$ cat config.mk
export PLATFORM = sky130hd
export DESIGN_NAME = wbs_slave_regmap
export DESIGN_NICKNAME = d
export VERILOG_FILES = /design/src/rtl/wbs_regmap_pkg.sv /design/src/rtl/wbs_addr_decode.sv /design/src/rtl/wbs_slave_regmap.sv
export SDC_FILE = /design/constraint.sdc
export NUM_CORES = 1
export LEC_CHECK = 0
export CAP_MARGIN = 0
export CORE_ASPECT_RATIO = 1.2
export CORE_MARGIN = 10
export CORE_UTILIZATION = 42
export DETAILED_ROUTE_END_ITERATION = 8
export HOLD_SLACK_MARGIN = 0.06
export PLACE_DENSITY = 0.91
export RECOVER_POWER = 100
export SYNTH_ARGS = -nofsm -noshare
export SYNTH_HDL_FRONTEND = slang
export SYNTH_SLANG_ARGS = --single-unit
$ cat constraint.sdc
create_clock -name wb_clk_i -period 3.7 [get_ports wb_clk_i]
set_input_delay 0.74 -clock wb_clk_i [delete_from_list [all_inputs] [get_ports wb_clk_i]]
set_output_delay 0.74 -clock wb_clk_i [all_outputs]
set_load 0.02 [all_outputs]
$ cat src/rtl/wbs_regmap_pkg.sv
// Shared definitions for the Wishbone register map: page offsets, window codes,
// register selects, FSM states and the node word layout.
package wbs_regmap_pkg;

    localparam logic [15:0] OFF_MODE  = 16'h0000;
    localparam logic [15:0] OFF_DEBUG = 16'h0004;
    localparam logic [15:0] OFF_DONE  = 16'h0008;
    localparam logic [15:0] OFF_START = 16'h000C;
    localparam logic [15:0] OFF_BUSY  = 16'h0010;

    localparam int unsigned NODE_IDX_LSB = 0;
    localparam int unsigned NODE_IDX_W   = 11;
    localparam int unsigned NODE_MED_LSB = 11;
    localparam int unsigned NODE_MED_W   = 11;

    typedef enum logic [1:0] {
        WIN_QUERY = 2'd0,
        WIN_LEAF  = 2'd1,
        WIN_BEST  = 2'd2,
        WIN_NODE  = 2'd3
    } win_e;

    typedef enum logic [2:0] {
        REG_MODE  = 3'd0,
        REG_DEBUG = 3'd1,
        REG_DONE  = 3'd2,
        REG_START = 3'd3,
        REG_BUSY  = 3'd4
    } reg_e;

    typedef enum logic [2:0] {
        ST_IDLE  = 3'd0,
        ST_REG   = 3'd1,
        ST_MREQ  = 3'd2,
        ST_MWAIT = 3'd3,
        ST_ACK   = 3'd4
    } state_e;

    typedef struct packed {
        logic is_reg;
        reg_e reg_sel;
        logic is_win;
        win_e win;
        logic unmapped;
    } dec_t;

endpackage

$ cat src/rtl/wbs_addr_decode.sv
// Combinational byte-address decode into register page, memory window or unmapped.
module wbs_addr_decode
    import wbs_regmap_pkg::*;
#(
    parameter logic [15:0] BASE_HI = 16'h3000
) (
    input  logic [31:0] i_adr,
    output dec_t        o_dec_c
);

    logic [15:0] w_hi_off;

    assign w_hi_off = i_adr[31:16] - BASE_HI;

    always_comb begin
        o_dec_c = '0;
        if (w_hi_off == 16'd0) begin
            // Exact offsets only; adr[1:0] is never treated as a byte offset.
            o_dec_c.is_reg = 1'b1;
            case (i_adr[15:0])
                OFF_MODE:  o_dec_c.reg_sel = REG_MODE;
                OFF_DEBUG: o_dec_c.reg_sel = REG_DEBUG;
                OFF_DONE:  o_dec_c.reg_sel = REG_DONE;
                OFF_START: o_dec_c.reg_sel = REG_START;
                OFF_BUSY:  o_dec_c.reg_sel = REG_BUSY;
                default: begin
                    o_dec_c.is_reg   = 1'b0;
                    o_dec_c.unmapped = 1'b1;
                end
            endcase
        end else if (w_hi_off >= 16'd1 && w_hi_off <= 16'd4) begin
            o_dec_c.is_win = 1'b1;
            o_dec_c.win    = win_e'(2'(w_hi_off - 16'd1));
        end else begin
            o_dec_c.unmapped = 1'b1;
        end
    end

endmodule

$ cat src/rtl/wbs_slave_regmap.sv
// Wishbone-classic responder: control registers on the base page and a bridge
// from four address windows onto a fixed-latency memory request port.
module wbs_slave_regmap
    import wbs_regmap_pkg::*;
#(
    parameter int unsigned MEM_AW  = 12,
    parameter int unsigned MEM_LAT = 1,
    parameter logic [15:0] BASE_HI = 16'h3000
) (
    input  logic              wb_clk_i,
    input  logic              wb_rst_i,
    input  logic              wbs_stb_i,
    input  logic              wbs_cyc_i,
    input  logic              wbs_we_i,
    input  logic [3:0]        wbs_sel_i,
    input  logic [31:0]       wbs_dat_i,
    input  logic [31:0]       wbs_adr_i,
    output logic              wbs_ack_o,
    output logic [31:0]       wbs_dat_o,
    output logic              mode_o,
    output logic [31:0]       debug_o,
    output logic              fsm_start_o,
    input  logic              fsm_done_i,
    input  logic              fsm_busy_i,
    output logic              mem_req_o,
    output logic [1:0]        mem_win_o,
    output logic [MEM_AW-1:0] mem_addr_o,
    output logic              mem_we_o,
    output logic [3:0]        mem_be_o,
    output logic [31:0]       mem_wdata_o,
    input  logic [31:0]       mem_rdata_i,
    output logic              unmapped_o
);

    localparam int unsigned CNT_W = 2;

    state_e            r_state;
    reg_e              r_reg_sel;
    logic [CNT_W-1:0]  r_cnt;
    logic              r_ack;
    logic [31:0]       r_dat;
    logic              r_mode;
    logic [31:0]       r_debug;
    logic              r_start;
    logic              r_mem_req;
    win_e              r_mem_win;
    logic [MEM_AW-1:0] r_mem_addr;
    logic              r_mem_we;
    logic [3:0]        r_mem_be;
    logic [31:0]       r_mem_wdata;
    logic              r_unmapped;

    dec_t w_dec;
    logic w_act;

    assign w_act = wbs_cyc_i & wbs_stb_i;

    wbs_addr_decode #(.BASE_HI(BASE_HI)) u_dec (
        .i_adr   (wbs_adr_i),
        .o_dec_c (w_dec)
    );

    always_ff @(posedge wb_clk_i) begin
        if (wb_rst_i) begin
            r_state     <= ST_IDLE;
            r_reg_sel   <= REG_MODE;
            r_cnt       <= '0;
            r_ack       <= 1'b0;
            r_dat       <= '0;
            r_mode      <= 1'b0;
            r_debug     <= '0;
            r_start     <= 1'b0;
            r_mem_req   <= 1'b0;
            r_mem_win   <= WIN_QUERY;
            r_mem_addr  <= '0;
            r_mem_we    <= 1'b0;
            r_mem_be    <= '0;
            r_mem_wdata <= '0;
            r_unmapped  <= 1'b0;
        end else begin
            // Pulse-style outputs are low unless the current transition raises them.
            r_ack       <= 1'b0;
            r_dat       <= '0;
            r_start     <= 1'b0;
            r_mem_req   <= 1'b0;
            r_mem_win   <= WIN_QUERY;
            r_mem_addr  <= '0;
            r_mem_we    <= 1'b0;
            r_mem_be    <= '0;
            r_mem_wdata <= '0;

            case (r_state)
                ST_IDLE: begin
                    if (w_act && !r_ack) begin
                        if (w_dec.is_reg) begin
                            r_reg_sel <= w_dec.reg_sel;
                            r_state   <= ST_REG;
                        end else if (w_dec.is_win && r_mode) begin
                            r_mem_req   <= 1'b1;
                            r_mem_win   <= w_dec.win;
                            r_mem_addr  <= wbs_adr_i[MEM_AW-1:0];
                            r_mem_we    <= wbs_we_i;
                            r_mem_be    <= wbs_sel_i;
                            r_mem_wdata <= wbs_dat_i;
                            r_state     <= ST_MREQ;
                        end else begin
                            // Unmapped or mode-gated window: ack with zero data, drop writes.
                            r_ack      <= 1'b1;
                            r_unmapped <= r_unmapped | w_dec.unmapped;
                            r_state    <= ST_ACK;
                        end
                    end
                end

                ST_REG: begin
                    if (!w_act) begin
                        r_state <= ST_IDLE;
                    end else begin
                        r_ack   <= 1'b1;
                        r_state <= ST_ACK;
                        if (wbs_we_i) begin
                            case (r_reg_sel)
                                REG_MODE:  if (wbs_sel_i[0]) r_mode <= wbs_dat_i[0];
                                REG_DEBUG: begin
                                    for (int b = 0; b < 4; b++) begin
                                        if (wbs_sel_i[b]) r_debug[8*b +: 8] <= wbs_dat_i[8*b +: 8];
                                    end
                                end
                                REG_START: r_start <= wbs_dat_i[0];
                                default:   ;
                            endcase
                        end else begin
                            case (r_reg_sel)
                                REG_MODE:  r_dat <= {31'b0, r_mode};
                                REG_DEBUG: r_dat <= r_debug;
                                REG_DONE:  r_dat <= {31'b0, fsm_done_i};
                                REG_BUSY:  r_dat <= {31'b0, fsm_busy_i};
                                default:   r_dat <= '0;
                            endcase
                        end
                    end
                end

                ST_MREQ: begin
                    if (!w_act) begin
                        r_state <= ST_IDLE;
                    end else if (r_mem_we) begin
                        r_ack   <= 1'b1;
                        r_state <= ST_ACK;
                    end else begin
                        r_cnt   <= CNT_W'(MEM_LAT - 1);
                        r_state <= ST_MWAIT;
                    end
                end

                ST_MWAIT: begin
                    if (!w_act) begin
                        r_state <= ST_IDLE;
                    end else if (r_cnt == '0) begin
                        r_ack   <= 1'b1;
                        r_dat   <= mem_rdata_i;
                        r_state <= ST_ACK;
                    end else begin
                        r_cnt <= r_cnt - CNT_W'(1);
                    end
                end

                ST_ACK:  r_state <= ST_IDLE;
                default: r_state <= ST_IDLE;
            endcase
        end
    end

    assign wbs_ack_o   = r_ack;
    assign wbs_dat_o   = r_dat;
    assign mode_o      = r_mode;
    assign debug_o     = r_debug;
    assign fsm_start_o = r_start;
    assign mem_req_o   = r_mem_req;
    assign mem_win_o   = r_mem_win;
    assign mem_addr_o  = r_mem_addr;
    assign mem_we_o    = r_mem_we;
    assign mem_be_o    = r_mem_be;
    assign mem_wdata_o = r_mem_wdata;
    assign unmapped_o  = r_unmapped;

endmodule

## Yosys cells after proc, flatten, opt, wreduce, memory -nomap -nowiden

Index checks and enable logic that the tools add are counted.

- Register bits: 128
- Input bits: 107

- Add/subtract/negate cells: 3
- $lt $le $gt $ge: 2
- Eq/ne operators: 17
- Mux-type cells: 38
- Bitwise logic cells: 11
- Reduce and logical (&&, ||, !) cells: 24

Operator list:

| cell | count |
|---|---|
| $mux W32 | 4 |
| $pmux W32 S4 | 1 |
| $pmux W32 S2 | 1 |
| $eq A16 B4 Y1 const B | 2 |
| $logic_not A16 Y1 | 2 |
| $mux W3 | 10 |
| $reduce_and A5 Y1 | 6 |
| $pmux W3 S4 | 2 |
| $eq A16 B3 Y1 const B | 1 |
| $eq A16 B5 Y1 const B | 1 |
| $ge A16 B1 Y1 const B | 1 |
| $le A16 B3 Y1 const B | 1 |
| $sub A16 B14 Y16 const B | 1 |
| $reduce_or A5 Y1 | 3 |
| $mux W1 | 13 |
| $eq A3 B2 Y1 const B | 4 |
| $ne A2 B2 Y1 const B | 5 |
| $not A1 Y1 | 9 |
| $mux W2 | 4 |
| $reduce_or A7 Y1 | 1 |
| $eq A3 B1 Y1 const B | 2 |
| $logic_not A3 Y1 | 2 |
| $mux W4 | 1 |
| $pmux W1 S4 | 1 |
| 14 further kinds | 17 |

## Logic depth before layout (Yosys ltp)

- Depth in word-level cells: 10
- Mapped depth: 8

## Modules after synthesis

A second synthesis with hierarchy kept.

- Cell total of the unflattened synthesis: 440
- Area, all modules: 4901.0 um2

By module, submodules not included:

| module | instances | cells each | area each (um2) | seq. area each (um2) |
|---|---|---|---|---|
| wbs_slave_regmap | 1 | 410 | 4620.7 | 2562.5 |
| wbs_addr_decode | 1 | 30 | 280.3 | 0.0 |

## Least setup slack after synthesis

No wires, ideal clock.

- Path kind: input to register
- Start: input port wbs_adr_i[5]
- End: register r_reg_sel[0]
- Setup time: 0.072 ns
- Arrival time: 2.042 ns
- Required time: 3.628 ns
- Setup slack: 1.587 ns
- Stages: 4
- Path buffers: 0
- Cells stage by stage: or4_4 > or2_4 > nor4_4 > mux2i_1

- Word-level cells in the longest chain between the ends: 5

RTL lines:

| what | RTL line | source |
|---|---|---|
| from (decl) | wbs_slave_regmap.sv:17 | `input logic [31:0] wbs_adr_i,` |
| $eq A16 B3 Y1 (tied with other cells) | wbs_addr_decode.sv:20 | `case (i_adr[15:0])` |
| $reduce_or A5 Y1 (no line) | - |  |
| $mux W1 | wbs_addr_decode.sv:20 |  |
| $mux W4 (*) | wbs_addr_decode.sv:17 | `if (w_hi_off == 16'd0) begin` |
| $reduce_and A3 Y1 (no line) | - |  |
| to (signal assigned) | wbs_slave_regmap.sv:96 | `r_reg_sel <= w_dec.reg_sel;` |
| to (decl) | wbs_slave_regmap.sv:38 | `reg_e r_reg_sel;` |

Mark *: on every way between the ends. The rest lies on a longest branch, timed or not.
A chain may end at the register's enable or synchronous reset.

## Worst setup path in the final report

- Start: input port wbs_cyc_i
- End: register r_dat[29], in the netlist wbs_dat_o[29]

- Word-level cells in the longest chain between the ends: 3

RTL lines:

| what | RTL line | source |
|---|---|---|
| from (decl) | wbs_slave_regmap.sv:13 | `input logic wbs_cyc_i,` |
| $and A1 B1 Y1 (*) | wbs_slave_regmap.sv:56 | `assign w_act = wbs_cyc_i & wbs_stb_i;` |
| $mux W32, on equally long branches | wbs_slave_regmap.sv:157, wbs_slave_regmap.sv:116 |  |
| $pmux W32 S2 (*) | wbs_slave_regmap.sv:92 | `case (r_state)` |
| to (signal assigned) | wbs_slave_regmap.sv:134 | `REG_MODE: r_dat <= {31'b0, r_mode};` |
| to (signal assigned) | wbs_slave_regmap.sv:135 | `REG_DEBUG: r_dat <= r_debug;` |
| to (signal assigned) | wbs_slave_regmap.sv:161 | `r_dat <= mem_rdata_i;` |
| to (decl) | wbs_slave_regmap.sv:41 | `logic [31:0] r_dat;` |

Marked as above.

==> flow_summary.json <==
{
  "nNetsFinal": 742,
  "start_util_pct": 43.2,
  "syn_inst": 403,
  "power_w": 0.00317,
  "vias": 3935,
  "die_y_um": 132,
  "ant_nets": 0,
  "grt_overflow": 0,
  "cts_buffer_depth": 2,
  "p_leak_nw": 3.37,
  "slew_headroom_pct": 31.5,
  "seq_area_frac_synth_pct": 58.7,
  "n_antenna_cell": 0,
  "stdcell_area_mm2": 0.00725,
  "ir_worst_vdd_v": 0.000322,
  "post-dp-hpwl_mm": 11.7,
  "yosysTopAreaCell": "dfxtp_1",
  "drt_iter0_drc": 151,
  "cp.required_ps": 4050,
  "path_clk_slew_ps": 50,
  "drc_errors": 0,
  "min_path_type": "flop to flop",
  "yosysUniqueCellTypes": 41,
  "use_met1_pct": 18.6,
  "synth_nets": 512,
  "period_share_pct": 76.7,
  "finalMaxSlewViolations": 0,
  "cts_num_sinks": 128,
  "post-place-cells": 740,
  "crit_type": "primary input to flop",
  "place_congestion": 0.830,
  "clock_latency_ps": 420,
  "worst_slew_pin_slew_ps": 1030,
  "area_growth_pct": 65.9,
  "drt_wl_total_mm": 15.1,
  "fin_setup_tns_ps": 0,
  "core_area_mm2": 0.0101,
  "top_level_ports": 227,
  "grtUsageMet3_pct": 9.97,
  "power_density_mw_per_mm2": 438,
  "h-tree-depth": 4,
  "synth.area.top_cells": "dfxtp_1 (59%), mux2i_1 (8.7%), and2_1 (7.3%)",
  "drtPass1Iterations": 4,
  "vias_per_cell": 5.10,
  "root_buffer": "clkbuf_16",
  "fin_cells": 772,
  "grt_usage_pct": 19.7,
  "grt_busiest_layer": "met2",
  "syn-cell-area_mm2": 0.00437,
  "met2_usage_pct": 34.5,
  "grt_setup_unrepaired": "no",
  "synth_seq_cells": 128,
  "skew_ps": 12.9,
  "cts-resized-gates": 0,
  "cts_buffers": 17,
  "cp-end-kind": "flop",
  "fmax_ghz": 0.352,
  "io_buffers": 226,
  "die-area_mm2": 0.0149,
  "status": "completed",
  "final_cell_mix": "dfxtp_1 (128), dlygate4sd3_1 (123), clkdlybuf4s50_1 (102)",
  "placementRows": 40,
  "layout_commonest_cell": "dfxtp_1",
  "antenna_found_initial": 0,
  "yosys_most_used_dff": "dfxtp_1",
  "grt_pass1_wl_mm": 23.3,
  "worst_path_max_delay_cell": "and2_0",
  "drive_above_1_share_pct": 6.35,
  "post-route-min-period_ps": 2840,
  "arrival_ps": 3190,
  "die_x_um": 113,
  "maxCapViolations": 0,
  "hold_viol": 0,
  "synth-edff-count": 0,
  "cp_cell_sequence": "dlygate4sd3_1 -> and3b_1 -> and3_1 -> buf_4 -> and2_0 -> a22o_1",
  "nFillCells": 709,
  "cts_tree": "yes",
  "async_reset_ff_share_pct": 0,
  "wire_per_inst_um": 19.5,
  "worst-path-max-fanout": 17,
  "holdBufCountCts": 0,
  "dpl_cell_area_mm2": 0.00673,
  "synth_top_area_share_pct": 58.7,
  "setup_viol": 0,
  "grt_max_degree": 35,
  "start_kind": "primary input",
  "grt_pass1_vias": 4251,
  "yosysWarnings": 0,
  "slowest_delay_ps": 830,
  "avgSynthCellArea_um2": 10.8,
  "ff_latch_area_mm2": 0.00256,
  "post_cts_buffers": 0,
  "multi_input_area_mm2": 0.00162
}
cell families (layout without fill, tap and decap cells):
family | Yosys count | in the layout | synth area share [%]
simple gates | 162 | 162 | 21.0
flops | 128 | 128 | 58.7
compound gates | 43 | 43 | 7.62
mux | 39 | 39 | 8.97
buf+inv | 28 | 271 | 2.95
fa+ha+maj | 2 | 2 | 0.573
xor+xnor | 1 | 1 | 0.201
where the power goes:
part	switching (W)	internal, W
sequential	0.00000232	0.00138
combinational	0.0000504	0.000108
clock	0.000587	0.00104
state kept, by name, indices dropped and copies added, names as in the netlist, 2 cells and up:
signal	cells
debug_o	32
mem_addr_o	12
mem_be_o	4
mem_wdata_o	32
mem_win_o	2
r_cnt	2
r_reg_sel	3
r_state	3
wbs_dat_o	32
layer usage:
| layer | vias up | routed length, um | share of wire (%) |
|---|---|---|---|
| li1 | 1843 | - | - |
| met1 | 1867 | 5350 | 36 |
| met2 | 192 | 7650 | 51 |
| met3 | 33 | 1570 | 10 |
| met4 | 0 | 482 | 3.2 |
| met5 | - | 0 | 0 |
metrics by stage:
stage,hold slack [ps],setup slack (ps),util (%)
3_5_place_dp,484,649,66.6
4_1_cts,499,1070,72.4
5_1_grt,524,706,71.7
2_1_floorplan,451,1590,-
6_report,500,861,71.7
3_3_place_gp,473,698,66.6
synth_stat cells (2+ instances only):
master and n:
nor4_4 2, nand4_2 4, ha_1 2, nor2_1 59
mux2i_1 38, a22oi_1 14, nor3_1 3, dfxtp_1 128
buf_2 8, nand3b_1 2, inv_1 5, nand4_1 4
o21a_1 2, a21oi_1 3, a22o_1 17, nor4b_1 2
nand3_1 3, nor2b_1 3, clkbuf_2 5, nor4_1 6
and3b_1 3, and2_1 51, clkbuf_1 8, o21ai_0 2
nand2_1 12, or4_4 2
final timing paths:
path,from,endpoint,slack (ps),depth (start not counted)
worst max-delay path,wbs_cyc_i,wbs_dat_o[29],860,6
worst min register to register,r_cnt[1],r_cnt[1],500,2
worst max register to register,r_reg_sel[0],wbs_dat_o[29],1270,5
worst min-delay path,r_cnt[1],r_cnt[1],500,2
final cells by class:
cell class	count	share of cell area [%]
clock inverter	9	1.48
timing repair buffer	233	31.8
inverter	6	0.311
tap	126	2.18
multi-input combinational	247	22.3
clock buffer	23	6.59
sequential	128	35.4
worst max-delay path: cells and delay by family:
kind,cells,cell delay (ps)
AOI/OAI and AO/OA,1,280
and+or+nand+nor,3,1350
buffers and inverters,2,800
Power figures use the tool's default switching activity.
